File: config.mk
export PLATFORM = sky130hd
export DESIGN_NAME = intxn_phase_arbiter
export DESIGN_NICKNAME = d
export VERILOG_FILES = /design/src/rtl/intxn_pkg.sv /design/src/rtl/intxn_tick_gen.sv /design/src/rtl/intxn_phase_arbiter.sv
export SDC_FILE = /design/constraint.sdc
export NUM_CORES = 1
export LEC_CHECK = 0
export CAP_MARGIN = 0
export CORE_AREA = 5 5 96 98
export CTS_BUF_LIST = sky130_fd_sc_hd__clkbuf_16
export DETAILED_ROUTE_END_ITERATION = 8
export DIE_AREA = 0 0 101 103
export PLACE_DENSITY = 0.85
export SLEW_MARGIN = 20
export SYNTH_ARGS = -nofsm -noshare
export SYNTH_HDL_FRONTEND = slang
export SYNTH_SLANG_ARGS = --single-unit
File: constraint.sdc
create_clock -name clock -period 3.31 [get_ports clock]
set_clock_uncertainty 0.2 [all_clocks]
set_input_delay 0.662 -clock clock [delete_from_list [all_inputs] [get_ports clock]]
set_output_delay 0.662 -clock clock [all_outputs]
set_load 0.005 [all_outputs]
File: src/rtl/intxn_pkg.sv
// Shared state codes and light-bus encodings for the intersection phase arbiter.
package intxn_pkg;

    typedef enum logic [2:0] {
        NS_GRN    = 3'd0,
        NS_YEL    = 3'd1,
        RED_TO_EW = 3'd2,
        EW_GRN    = 3'd3,
        EW_YEL    = 3'd4,
        RED_TO_NS = 3'd5,
        PREEMPT   = 3'd6
    } state_t;

    localparam int LIGHT_NS_RED = 5;
    localparam int LIGHT_NS_YEL = 4;
    localparam int LIGHT_NS_GRN = 3;
    localparam int LIGHT_EW_RED = 2;
    localparam int LIGHT_EW_YEL = 1;
    localparam int LIGHT_EW_GRN = 0;

    localparam logic [5:0] LIGHTS_NS_GRN  = (6'b1 << LIGHT_NS_GRN) | (6'b1 << LIGHT_EW_RED);
    localparam logic [5:0] LIGHTS_NS_YEL  = (6'b1 << LIGHT_NS_YEL) | (6'b1 << LIGHT_EW_RED);
    localparam logic [5:0] LIGHTS_EW_GRN  = (6'b1 << LIGHT_NS_RED) | (6'b1 << LIGHT_EW_GRN);
    localparam logic [5:0] LIGHTS_EW_YEL  = (6'b1 << LIGHT_NS_RED) | (6'b1 << LIGHT_EW_YEL);
    localparam logic [5:0] LIGHTS_ALL_RED = (6'b1 << LIGHT_NS_RED) | (6'b1 << LIGHT_EW_RED);

    function automatic logic [5:0] lights_for(input state_t s);
        case (s)
            NS_GRN:  return LIGHTS_NS_GRN;
            NS_YEL:  return LIGHTS_NS_YEL;
            EW_GRN:  return LIGHTS_EW_GRN;
            EW_YEL:  return LIGHTS_EW_YEL;
            default: return LIGHTS_ALL_RED;
        endcase
    endfunction

endpackage

File: src/rtl/intxn_tick_gen.sv
// Prescaler producing a one-cycle tick every CLK_HZ/TICK_HZ clocks.
module intxn_tick_gen #(
    parameter int CLK_HZ  = 50000000,
    parameter int TICK_HZ = 1000
) (
    input  logic clock,
    input  logic reset,
    output logic tick
);

    localparam int DIV = CLK_HZ / TICK_HZ;
    localparam int CW  = (DIV > 1) ? $clog2(DIV) : 1;
    localparam logic [CW-1:0] TERMINAL = CW'(DIV - 1);

    logic [CW-1:0] count;

    always_ff @(posedge clock) begin
        if (reset) begin
            count <= '0;
        end else if (count == TERMINAL) begin
            count <= '0;
        end else begin
            count <= count + CW'(1);
        end
    end

    // With a divisor of 1 the count never leaves zero, so tick is constantly high.
    assign tick = (count == TERMINAL);

endmodule

File: src/rtl/intxn_phase_arbiter.sv
// Intersection phase scheduler: sequences green/yellow/all-red phases, walk lamps
// and emergency preemption from a millisecond tick.
module intxn_phase_arbiter #(
    parameter int CLK_HZ       = 50000000,
    parameter int TICK_HZ      = 1000,
    parameter int MIN_GREEN_MS = 5000,
    parameter int MAX_GREEN_MS = 20000,
    parameter int YELLOW_MS    = 3000,
    parameter int ALL_RED_MS   = 1000,
    parameter int WALK_MS      = 4000
) (
    input  logic       clock,
    input  logic       reset,
    input  logic       car_detected,
    input  logic       ped_ns_req,
    input  logic       ped_ew_req,
    input  logic       preempt,
    output logic [5:0] lights_out,
    output logic       walk_ns,
    output logic       walk_ew,
    output logic [2:0] phase
);
    import intxn_pkg::*;

    localparam int TW = $clog2(MAX_GREEN_MS + 1);
    localparam int WW = $clog2(WALK_MS + 1);
    localparam logic [TW-1:0] T_MIN  = TW'(MIN_GREEN_MS);
    localparam logic [TW-1:0] T_MAX  = TW'(MAX_GREEN_MS);
    localparam logic [TW-1:0] T_YEL  = TW'(YELLOW_MS);
    localparam logic [TW-1:0] T_RED  = TW'(ALL_RED_MS);
    localparam logic [WW-1:0] T_WALK = WW'(WALK_MS);

    logic          tick;
    state_t        state, state_next;
    logic [TW-1:0] elapsed, elapsed_next, elapsed_inc;
    logic          pend_ew_car, pend_ped_ns, pend_ped_ew;
    logic          pend_ew_car_next, pend_ped_ns_next, pend_ped_ew_next;
    logic          walk_ns_next, walk_ew_next;
    logic [WW-1:0] walk_ns_cnt, walk_ew_cnt, walk_ns_cnt_next, walk_ew_cnt_next;
    logic          preempt_hold, preempt_hold_next;
    logic [5:0]    lights_next;
    logic          ew_demand, preempt_seen;
    logic          start_walk_ns, start_walk_ew, drop_walks;
    logic          clr_ew_car, clr_ped_ns, clr_ped_ew;

    intxn_tick_gen #(
        .CLK_HZ  (CLK_HZ),
        .TICK_HZ (TICK_HZ)
    ) u_tick_gen (
        .clock (clock),
        .reset (reset),
        .tick  (tick)
    );

    // Next-state logic; raw request inputs count as demand so a button press
    // after minimum green leaves NS green on the very next edge.
    always_comb begin
        elapsed_inc   = elapsed + TW'(1);
        ew_demand     = pend_ew_car | pend_ped_ew | car_detected | ped_ew_req;
        preempt_seen  = preempt_hold | preempt;
        state_next    = state;
        start_walk_ns = 1'b0;
        start_walk_ew = 1'b0;
        drop_walks    = 1'b0;
        clr_ew_car    = 1'b0;
        clr_ped_ns    = 1'b0;
        clr_ped_ew    = 1'b0;
        case (state)
            NS_GRN: begin
                if (preempt) begin
                    state_next = NS_YEL;
                    drop_walks = 1'b1;
                end else if (elapsed >= T_MIN && !walk_ns && ew_demand) begin
                    state_next = NS_YEL;
                end else if (!ew_demand && !walk_ns && (pend_ped_ns | ped_ns_req)) begin
                    start_walk_ns = 1'b1;
                    clr_ped_ns    = 1'b1;
                end
            end
            NS_YEL: begin
                if (tick && elapsed_inc == T_YEL) state_next = RED_TO_EW;
            end
            RED_TO_EW: begin
                if (tick && elapsed_inc == T_RED) begin
                    if (preempt_seen) begin
                        state_next = PREEMPT;
                    end else begin
                        state_next = EW_GRN;
                        clr_ew_car = 1'b1;
                        if (pend_ped_ew) begin
                            start_walk_ew = 1'b1;
                            clr_ped_ew    = 1'b1;
                        end
                    end
                end
            end
            EW_GRN: begin
                if (preempt) begin
                    state_next = EW_YEL;
                    drop_walks = 1'b1;
                end else if (tick && ((elapsed_inc >= T_MIN && !car_detected) || elapsed_inc == T_MAX)) begin
                    state_next = EW_YEL;
                end
            end
            EW_YEL: begin
                if (tick && elapsed_inc == T_YEL) state_next = RED_TO_NS;
            end
            RED_TO_NS: begin
                if (tick && elapsed_inc == T_RED) begin
                    if (preempt_seen) begin
                        state_next = PREEMPT;
                    end else begin
                        state_next = NS_GRN;
                        if (pend_ped_ns) begin
                            start_walk_ns = 1'b1;
                            clr_ped_ns    = 1'b1;
                        end
                    end
                end
            end
            PREEMPT: begin
                if (!preempt) state_next = RED_TO_NS;
            end
            default: state_next = RED_TO_NS;
        endcase
    end

    // Timer, pending-flag and walk-lamp updates; a clear wins over a same-cycle request.
    always_comb begin
        if (state_next != state) begin
            elapsed_next = '0;
        end else if (tick && elapsed != T_MAX) begin
            elapsed_next = elapsed_inc;
        end else begin
            elapsed_next = elapsed;
        end

        pend_ew_car_next  = clr_ew_car ? 1'b0 : (pend_ew_car | car_detected);
        pend_ped_ns_next  = clr_ped_ns ? 1'b0 : (pend_ped_ns | ped_ns_req);
        pend_ped_ew_next  = clr_ped_ew ? 1'b0 : (pend_ped_ew | ped_ew_req);
        preempt_hold_next = (state_next == PREEMPT) ? 1'b0 : preempt_seen;

        walk_ns_next     = walk_ns;
        walk_ns_cnt_next = walk_ns_cnt;
        walk_ew_next     = walk_ew;
        walk_ew_cnt_next = walk_ew_cnt;
        if (drop_walks) begin
            walk_ns_next = 1'b0;
            walk_ew_next = 1'b0;
        end else begin
            if (start_walk_ns) begin
                walk_ns_next     = 1'b1;
                walk_ns_cnt_next = '0;
            end else if (walk_ns && tick) begin
                if (walk_ns_cnt + WW'(1) == T_WALK) walk_ns_next = 1'b0;
                else                                walk_ns_cnt_next = walk_ns_cnt + WW'(1);
            end
            if (start_walk_ew) begin
                walk_ew_next     = 1'b1;
                walk_ew_cnt_next = '0;
            end else if (walk_ew && tick) begin
                if (walk_ew_cnt + WW'(1) == T_WALK) walk_ew_next = 1'b0;
                else                                walk_ew_cnt_next = walk_ew_cnt + WW'(1);
            end
        end

        lights_next = lights_for(state_next);
    end

    always_ff @(posedge clock) begin
        if (reset) begin
            state        <= RED_TO_NS;
            elapsed      <= '0;
            pend_ew_car  <= 1'b0;
            pend_ped_ns  <= 1'b0;
            pend_ped_ew  <= 1'b0;
            preempt_hold <= 1'b0;
            walk_ns      <= 1'b0;
            walk_ew      <= 1'b0;
            walk_ns_cnt  <= '0;
            walk_ew_cnt  <= '0;
            lights_out   <= LIGHTS_ALL_RED;
        end else begin
            state        <= state_next;
            elapsed      <= elapsed_next;
            pend_ew_car  <= pend_ew_car_next;
            pend_ped_ns  <= pend_ped_ns_next;
            pend_ped_ew  <= pend_ped_ew_next;
            preempt_hold <= preempt_hold_next;
            walk_ns      <= walk_ns_next;
            walk_ew      <= walk_ew_next;
            walk_ns_cnt  <= walk_ns_cnt_next;
            walk_ew_cnt  <= walk_ew_cnt_next;
            lights_out   <= lights_next;
        end
    end

    assign phase = state;

endmodule

==> flow_metrics.py, run 1 <==
metrics = {
    "pwr": {
        "clkPwrFrac_pct": 48.1,
        "seq_power_share_pct": 49.0,
        "switching_share_pct": 21.87,
        "power_density_nw_per_um2": 337.2,
        "p_leak_nw": 1.900,
        "finalPower_mw": 1.744,
        "p_comb_share_pct": 2.9,
        "power.switching_uw": 381.5,
        "cellInternalPower_mw": 1.362,
        "irDropWorstVdd_v": 0.0002528,
    },
    "route": {
        "vias": 4171,
        "drt_drc_violations_left": 0,
        "wire_per_inst_um": 16.58,
        "postRouteWirelength_mm": 11.21,
        "final_antenna_net_count": 0,
        "drt_iter0_markers": 482,
        "vias_per_cell": 6.170,
        "dr.pass1.iters": 5,
    },
    "floorplan": {
        "core_area_sq_um": 8381,
        "dieArea_sq_um": 10400,
        "start_util_pct": 53.33,
        "die_y_um": 103,
        "io_pins": 17,
        "die-width_um": 101,
        "rows": 34,
    },
    "logic_synthesis": {
        "synth-async-reset-ratio_pct": 0,
        "seq_area_frac_synth_pct": 31.35,
        "synth_area_sq_um": 4469,
        "synth_edf_count": 0,
        "synth-seq-cells": 70,
        "syn_inst": 536,
        "synth.avg_cell_area_sq_um": 8.338,
        "yosys_warnings": 0,
        "ys_types": 77,
        "synthFlopType": "dfxtp_1",
        "syn_nets": 549,
    },
    "finish": {
        "layout-drive-gt1-share_pct": 15.67,
        "num-fill-cells": 716,
        "mostFrequentLayoutCells": "dfxtp_1, nor2_1, nand2_1",
        "diodes": 0,
        "area_growth_pct": 15.71,
        "utilization_pct": 61.71,
        "final_nets": 576,
        "final_common_cell": "dfxtp_1",
    },
    "placement": {
        "gp_routability_congestion": 0.9731,
        "hpwl_mm": 8.113,
        "port_buffers": 16,
    },
    "timing": {
        "slew_headroom_pct": 47.01,
        "hold_violations": 0,
        "setup_viol": 0,
        "holdWs_ns": 0.2528,
        "period_minus_slack_ns": 3.135,
        "worst_pin_slew_ns": 0.7901,
        "finalCritPeriodShare_pct": 94.72,
        "setup-tns-final_ns": 0,
        "fmaxAchievable_ghz": 0.3190,
        "maxSlewViolCount": 0,
    },
    "global_routing": {
        "grt_max_degree": 16,
        "antenna_found_initial": 0,
        "grtUsageTotal_pct": 21.79,
        "grt_pass1_vias": 3876,
        "grt.overflow.total": 0,
        "grt_pass1_wl_mm": 18.22,
    },
    "critical_path": {
        "startpoint_type": "register",
        "cp.arrival_ns": 3.16,
        "required_ns": 3.34,
        "setup.worst_path.end_class": "register",
        "cp_max_fo": 7,
        "path_class": "reg -> reg",
        "ff2ff_setup_slack_ns": 0.17,
    },
    "clocking": {
        "clk_latency_ns": 0.34,
        "cts_tree": "built",
        "cts-root-buf": "clkbuf_16",
        "cts_buffers": 9,
        "clockBufferDepth": 2,
        "cts_max_level": 3,
        "clkTransAtPathRegs_ns": 0.06,
        "clkSinkCount": 70,
    },
    "status": {
        "run_status": "finished, final reports clean",
    },
    "hold_path": {
        "hp-class": "reg -> reg",
    },
    "job": {
        "drv_cap": 0,
    },
}
state kept, by name, summed over array words and instances (netlist names):
name	flops
u_tick_gen.count	16
elapsed	15
walk_ew_cnt	12
walk_ns_cnt	12
lights_out	6
phase	3
pend_ew_car	1
pend_ped_ew	1
pend_ped_ns	1
preempt_hold	1
walk_ew	1
walk_ns	1
cell families after synthesis:
group                      share of synthesized area (%)
adders and majority gates                          1.960
AOI/OAI and AO/OA                                  15.57
buffers and inverters                              5.067
and+or+nand+nor                                    34.69
DFF                                                31.35
muxes                                              1.176
xor gates and xnor gates                           10.19
cell type report:
| class | count | area [sq um] | area share, % |
|---|---|---|---|
| multi-input combinational | 420 | 2905 | 56.18 |
| clock inverter | 7 | 32.53 | 0.6291 |
| sequential | 70 | 1403 | 27.12 |
| clock buffer | 9 | 225.2 | 4.355 |
| inverter | 16 | 60.06 | 1.161 |
| timing repair buffer | 46 | 410.4 | 7.936 |
| tap | 108 | 135.1 | 2.613 |
per-stage QoR:
step | instances | cell area (sq um) | worst slack (ns)
2_1_floorplan | 536 | 4469 | 0.2447
3_3_place_gp | 658 | 4821 | 0.003269
3_5_place_dp | 658 | 4821 | 0.01520
4_1_cts | 674 | 5086 | 0.01039
5_1_grt | 676 | 5171 | -0.01897
6_report | 676 | 5171 | 0.1748
power groups by stage:
stage                     registers [mW]  clock network [mW]  logic [mW]
after floorplan                    0.871                   0      0.0278
after global placement             0.872                   0      0.0474
after detailed placement           0.872                   0      0.0478
after CTS                          0.854               0.857      0.0491
after global routing               0.854               0.894      0.0541
final                              0.854               0.840      0.0503
routing by layer:
layer | wire length (um) | global-route usage [%] | part of all wire [%]
met1 | 4661 | 26.45 | 42
met2 | 5545 | 36.91 | 49
met3 | 742 | 5.142 | 6.6
met4 | 262 | 9.509 | 2.3
met5 | 0 | 0 | 0
worst max-delay path: stages (launching register included):
cell and delay, ns:
dfxtp_1 0.36, ha_1 0.31, and3_1 0.24, or3b_2 0.44, a2111oi_0 0.55, buf_4 0.21, a211oi_1 0.17, buf_4 0.23
nand4_1 0.10, xor2_1 0.16, nor2_1 0.06
cells in the mapped netlist, types with 3 or more instances:
cell type / n / area, sq um
a211o_1: 3 / 26.28
a211oi_1: 5 / 37.54
a21oi_1: 17 / 85.08
a31o_2: 4 / 35.03
a41oi_1: 3 / 26.28
and2_1: 9 / 56.30
and3_1: 15 / 93.84
and4_1: 7 / 61.31
buf_2: 6 / 30.03
buf_4: 6 / 45.04
buf_6: 3 / 33.78
clkbuf_1: 14 / 52.55
dfxtp_1: 70 / 1401
ha_1: 7 / 87.58
inv_1: 15 / 56.30
mux2i_1: 3 / 30.03
nand2_1: 40 / 150.1
nand2b_1: 5 / 31.28
nand3_1: 30 / 150.1
nand4_1: 22 / 137.6
nor2_1: 66 / 247.7
nor2b_1: 7 / 43.79
nor3_1: 11 / 55.05
nor3_2: 4 / 40.04
nor4_1: 13 / 81.33
nor4_2: 8 / 100.1
o2111ai_1: 3 / 26.28
o21ai_0: 17 / 85.08
o22ai_1: 4 / 25.02
o31a_1: 3 / 26.28
o31ai_1: 4 / 30.03
or2_2: 3 / 18.77
or3_1: 4 / 25.02
xnor2_1: 16 / 140.1
xor2_1: 36 / 315.3
worst paths after layout:
| path | from | end | cells past startpoint |
|---|---|---|---|
| max | walk_ns_cnt[0] | walk_ns_cnt[9] | 10 |
| min | u_tick_gen.count[0] | u_tick_gen.count[0] | 1 |
| max reg2reg | walk_ns_cnt[0] | walk_ns_cnt[9] | 10 |
| min reg2reg | u_tick_gen.count[0] | u_tick_gen.count[0] | 1 |
what timing repair did:
action	CTS	global route
pin swaps	0	2
setup endpoints to repair	2	42
buffers inserted	0	2
hold buffers	0	0
resized for setup	1	10
Note: power is estimated with default switching activity, not from simulation.
==> run 2: changes to the inputs <==
Settings changed: CELL_PAD_IN_SITES_DETAIL_PLACEMENT set to 2, CELL_PAD_IN_SITES_GLOBAL_PLACEMENT set to 2, CORE_AREA 5 5 96 98 to 5 5 121 123, DIE_AREA 0 0 101 103 to 0 0 126 128, TNS_END_PERCENT set to 10.
==> flow_metrics.py, run 2 (synthesized netlist as in run 1, its figures left out) <==
metrics = {
    "finish": {
        "largestRegisters": "u_tick_gen.count: 16 flops, elapsed: 15 flops",
        "final_nets": 581,
        "area_growth_pct": 20.13,
        "largest_reg_flops": 16,
        "layout-drive-gt1-share_pct": 19.02,
        "mostFrequentLayoutCells": "dfxtp_1, nor2_1, nand2_1",
        "largest-register": "u_tick_gen.count",
        "diodes": 0,
        "instances_no_fill": 753,
        "final_common_cell": "dfxtp_1",
    },
    "global_routing": {
        "grt.overflow.total": 0,
        "grt_max_degree": 17,
        "antenna_found_initial": 0,
        "grt_pass1_vias": 4809,
        "grt_pass1_wl_mm": 25.62,
        "grtUsageTotal_pct": 19.82,
    },
    "route": {
        "wire_per_inst_um": 23.04,
        "vias": 4347,
        "vias_per_cell": 5.773,
        "postRouteWirelength_mm": 17.35,
        "drt_iter0_markers": 183,
        "dr.pass1.iters": 4,
        "final_antenna_net_count": 0,
        "drt_drc_violations_left": 0,
    },
    "timing": {
        "maxSlewViolCount": 0,
        "setup-tns-final_ns": 0,
        "hold_violations": 0,
        "worst_pin_slew_ns": 0.6316,
        "finalCritPeriodShare_pct": 99.53,
        "setup_viol": 0,
        "period_minus_slack_ns": 3.294,
        "slew_headroom_pct": 57.57,
        "fmaxAchievable_ghz": 0.3035,
        "rsz0062_at_grt": "true",
    },
    "placement": {
        "dp_cells": 734,
        "hpwl_mm": 11.31,
        "port_buffers": 16,
        "gp_routability_congestion": 0.9039,
    },
    "clocking": {
        "cts_buffers": 9,
        "clk_latency_ns": 0.35,
        "clockBufferDepth": 2,
        "cts-root-buf": "clkbuf_16",
        "cts_max_level": 3,
        "ctsHoldBuffers": 0,
        "clkTransAtPathRegs_ns": 0.06,
        "clkSinkCount": 70,
        "cts_tree": "built",
    },
    "floorplan": {
        "rows": 43,
        "die_y_um": 128,
        "core_area_sq_um": 13560,
        "io_pins": 17,
        "dieArea_sq_um": 16130,
        "start_util_pct": 32.96,
        "die-width_um": 126,
    },
    "critical_path": {
        "required_ns": 3.35,
        "setup.worst_path.end_class": "register",
        "path_class": "reg -> reg",
        "startpoint_type": "register",
        "cp_max_fo": 15,
        "rr_worst_depth": 10,
        "cp.arrival_ns": 3.33,
    },
    "pwr": {
        "irDropWorstVdd_v": 0.0003620,
        "p_leak_nw": 1.927,
        "power_density_nw_per_um2": 354.3,
    },
    "hold_path": {
        "hp-class": "reg -> reg",
        "min_path_cells": 1,
    },
    "job": {
        "drv_cap": 0,
    },
    "status": {
        "run_status": "finished, final reports clean",
    },
}
==> run 2: cell types whose count changed in the layout (fill, tap and decap cells not counted), moves of 2 or more <==
cell / change
buf_4: +6
clkinv_1: -3
dfxtp_1: -3
dfxtp_2: +3
a2111oi_0: -2
inv_6: +2
nor2_1: -2
nor2_2: +2
nor3_1: -2
nor3_2: +2
nor4_1: -2
==> run 2: cell type report <==
type	count	area, sq um
clock inverters	7	72.57
clock buffers	9	225.2
well taps	180	225.2
repair buffers	51	435.4
flip-flops and latches	70	1406
inverters	16	60.06
multi-input cells	420	2944
fillers	1519	8189
==> run 2: power breakdown <==
| part | internal (mW) | leakage, nW | switching (mW) |
|---|---|---|---|
| combinational | 0.0188 | 1.22 | 0.0351 |
| clock | 0.586 | 0.144 | 0.408 |
| sequential | 0.849 | 0.568 | 0.00550 |
==> run 2: path summary, 6_finish.rpt <==
| path | slack [ns] | startpoint | to |
|---|---|---|---|
| hold reg to reg | 0.25 | u_tick_gen.count[0] | u_tick_gen.count[0] |
| setup reg to reg | 0.02 | elapsed[0] | elapsed[4] |
| hold / removal | 0.25 | u_tick_gen.count[0] | u_tick_gen.count[0] |
| setup / recovery | 0.02 | elapsed[0] | elapsed[4] |
==> run 2: layer usage <==
| layer | track usage [%] | vias to the layer above | routed length, um |
|---|---|---|---|
| met5 | 0 | - | 0 |
| met4 | 9.716 | 0 | 651 |
| met3 | 4.458 | 46 | 604 |
| met2 | 35.90 | 100 | 9087 |
| met1 | 21.83 | 2195 | 7003 |
| li1 | - | 2006 | - |
==> run 2: worst max-delay path, cell delays in order (launching register included) <==
cell and delay (ns):
dfxtp_1 0.38, buf_4 0.20, nand2_1 0.14, or3_4 0.37, a2111oi_4 0.44, nor3b_4 0.38
buf_4 0.18, a21oi_2 0.05, nand3b_4 0.20, o21ba_4 0.36, nor4_2 0.29
==> run 2: timing repair <==
action,in CTS,in global routing
setup buffers,1,2
setup endpoints to repair,32,46
gates cloned,0,0
pin swaps,1,0
gates resized for setup,6,19
==> run 2: stage by stage <==
stage / worst slack [ns] / hold WS [ns] / area, sq um / power [mW] / utilization [%]
final: 0.01557 / 0.2500 / 5369 / 1.902 / 39.60
after floorplan: 0.2447 / 0.2176 / 4469 / 0.8987 / -
after global placement: 0.04662 / 0.2296 / 4928 / 0.9198 / 36.35
after detailed placement: -0.1580 / 0.2461 / 4928 / 0.9229 / 36.35
after CTS: 0.03128 / 0.2580 / 5276 / 1.926 / 38.92
after global routing: -0.1121 / 0.2842 / 5369 / 1.965 / 39.60
==> run 3: changes to the inputs <==
Settings changed: SETUP_SLACK_MARGIN set to 0.4.
==> flow_metrics.py, run 3 (synthesized netlist as in run 1, its figures left out) <==
metrics = {
    "route": {
        "final_antenna_net_count": 0,
        "drt_drc_violations_left": 0,
        "dr.pass1.iters": 4,
        "vias_per_cell": 5.981,
        "postRouteWirelength_mm": 19.85,
        "wire_per_inst_um": 25.62,
        "vias": 4635,
        "drt_iter0_markers": 276,
    },
    "critical_path": {
        "required_ns": 3.38,
        "cp.arrival_ns": 3.33,
        "crit_chain": "ha_4 -> nand4_4 -> o31a_1 -> a2111oi_4 -> nor3b_4 -> buf_6 -> buf_4 -> a41oi_1 -> nor3_1 -> nand3_1 -> a21oi_1",
        "critical_path_buf_inv_count": 2,
        "setup.worst_path.end_class": "register",
        "startpoint_type": "register",
        "max_stage_delay_ns": 0.43,
        "path_class": "reg -> reg",
        "crit_family": "compound AO/OA/AOI/OAI gates",
        "crit_slowest_cell": "a2111oi_4",
        "cp_max_fo": 6,
    },
    "pwr": {
        "power_density_nw_per_um2": 340.6,
        "p_leak_nw": 2.122,
        "finalPower_mw": 1.985,
        "irDropWorstVdd_v": 0.0003314,
    },
    "floorplan": {
        "die_y_um": 128,
        "start_util_pct": 32.96,
        "die-width_um": 126,
        "core_area_sq_um": 13560,
        "io_pins": 17,
        "rows": 43,
        "dieArea_sq_um": 16130,
    },
    "global_routing": {
        "antenna_found_initial": 0,
        "grt_max_degree": 17,
        "grtUsageTotal_pct": 23.46,
        "grt.overflow.total": 0,
        "grt_pass1_vias": 5160,
        "grt_pass1_wl_mm": 29.47,
    },
    "job": {
        "drv_cap": 0,
    },
    "placement": {
        "gp_routability_congestion": 0.8798,
        "port_buffers": 16,
        "place_area_sq_um": 4893,
        "hpwl_mm": 10.73,
    },
    "timing": {
        "fmaxAchievable_ghz": 0.3067,
        "finalCritPeriodShare_pct": 98.50,
        "worst_pin_slew_ns": 0.7912,
        "slew_headroom_pct": 47.18,
        "hold_violations": 0,
        "rsz0062_at_grt": "true",
        "holdWs_ns": 0.2664,
        "setup_viol": 0,
        "period_minus_slack_ns": 3.260,
        "maxSlewViolCount": 0,
    },
    "clocking": {
        "cts_max_level": 3,
        "cts-root-buf": "clkbuf_16",
        "cts_tree": "built",
        "clockBufferDepth": 2,
        "clk_latency_ns": 0.36,
        "ctsHoldBuffers": 0,
        "clkTransAtPathRegs_ns": 0.06,
        "cts_buffers": 9,
        "clkSinkCount": 70,
    },
    "finish": {
        "largestRegisters": "u_tick_gen.count: 16 flops, elapsed: 15 flops",
        "final_nets": 603,
        "diodes": 0,
        "area_growth_pct": 30.40,
        "mostFrequentLayoutCells": "nor2_1, dfxtp_1, buf_4",
        "fin_area_sq_um": 5828,
        "final_common_cell": "nor2_1",
        "layout-drive-gt1-share_pct": 25.88,
        "largest_reg_flops": 16,
        "largest-register": "u_tick_gen.count",
    },
    "hold_path": {
        "hp-class": "reg -> reg",
    },
    "status": {
        "run_status": "finished, final reports clean",
    },
}
-- run 3: cell count changes in the layout (fill, tap and decap cells not counted), sizes merged --
cell	change
buf	+20
inv	-1
clkdlybuf4s15	+1
o21ba	+1
bufinv	+1
-- run 3: stage by stage --
step | instances | setup WS [ns] | setup TNS (ns) | util (%)
floorplan | 536 | 0.4182 | 0 | -
global placement | 729 | 0.0008464 | 0 | 36.09
detailed placement | 729 | -0.2207 | -2.374 | 36.09
CTS | 761 | 0.3322 | 0 | 41.14
global route | 775 | -0.1017 | -0.1199 | 42.99
finish | 775 | 0.04955 | 0 | 42.99
-- run 3: final cells by class --
| cell class | count | area [sq um] |
|---|---|---|
| multi-input combinational | 421 | 3149 |
| fill | 1468 | 7730 |
| sequential | 70 | 1428 |
| timing repair buffer | 72 | 650.6 |
| tap | 180 | 225.2 |
| clock buffer | 9 | 225.2 |
| inverter | 16 | 60.06 |
| clock inverter | 7 | 90.09 |
-- run 3: where the power goes --
group / switching [mW] / internal (mW)
Sequential: 0.00589 / 0.845
Combinational: 0.0401 / 0.0236
Clock: 0.415 / 0.656
-- run 3: worst paths after layout --
check,endpoint,slack (ns),cells past startpoint,start
setup / recovery,lights_out[4],0.05,11,elapsed[0]
hold / removal,u_tick_gen.count[0],0.27,1,u_tick_gen.count[0]
setup reg to reg,lights_out[4],0.05,11,elapsed[0]
hold reg to reg,u_tick_gen.count[0],0.27,1,u_tick_gen.count[0]
-- run 3: repair_timing --
action	CTS	global route
gates resized for setup	48	28
cloned	2	1
buffers inserted	14	13
pin swaps	14	16
endpoints found under the setup margin	51	52
-- run 3: per-layer routing --
metal / global-route usage (%) / share of wire, % / vias up
li1: - / - / 2058
met1: 24.30 / 38 / 2358
met2: 43.00 / 52 / 147
met3: 4.875 / 4.3 / 72
met4: 14.89 / 5.5 / 0
met5: 0 / 0 / -
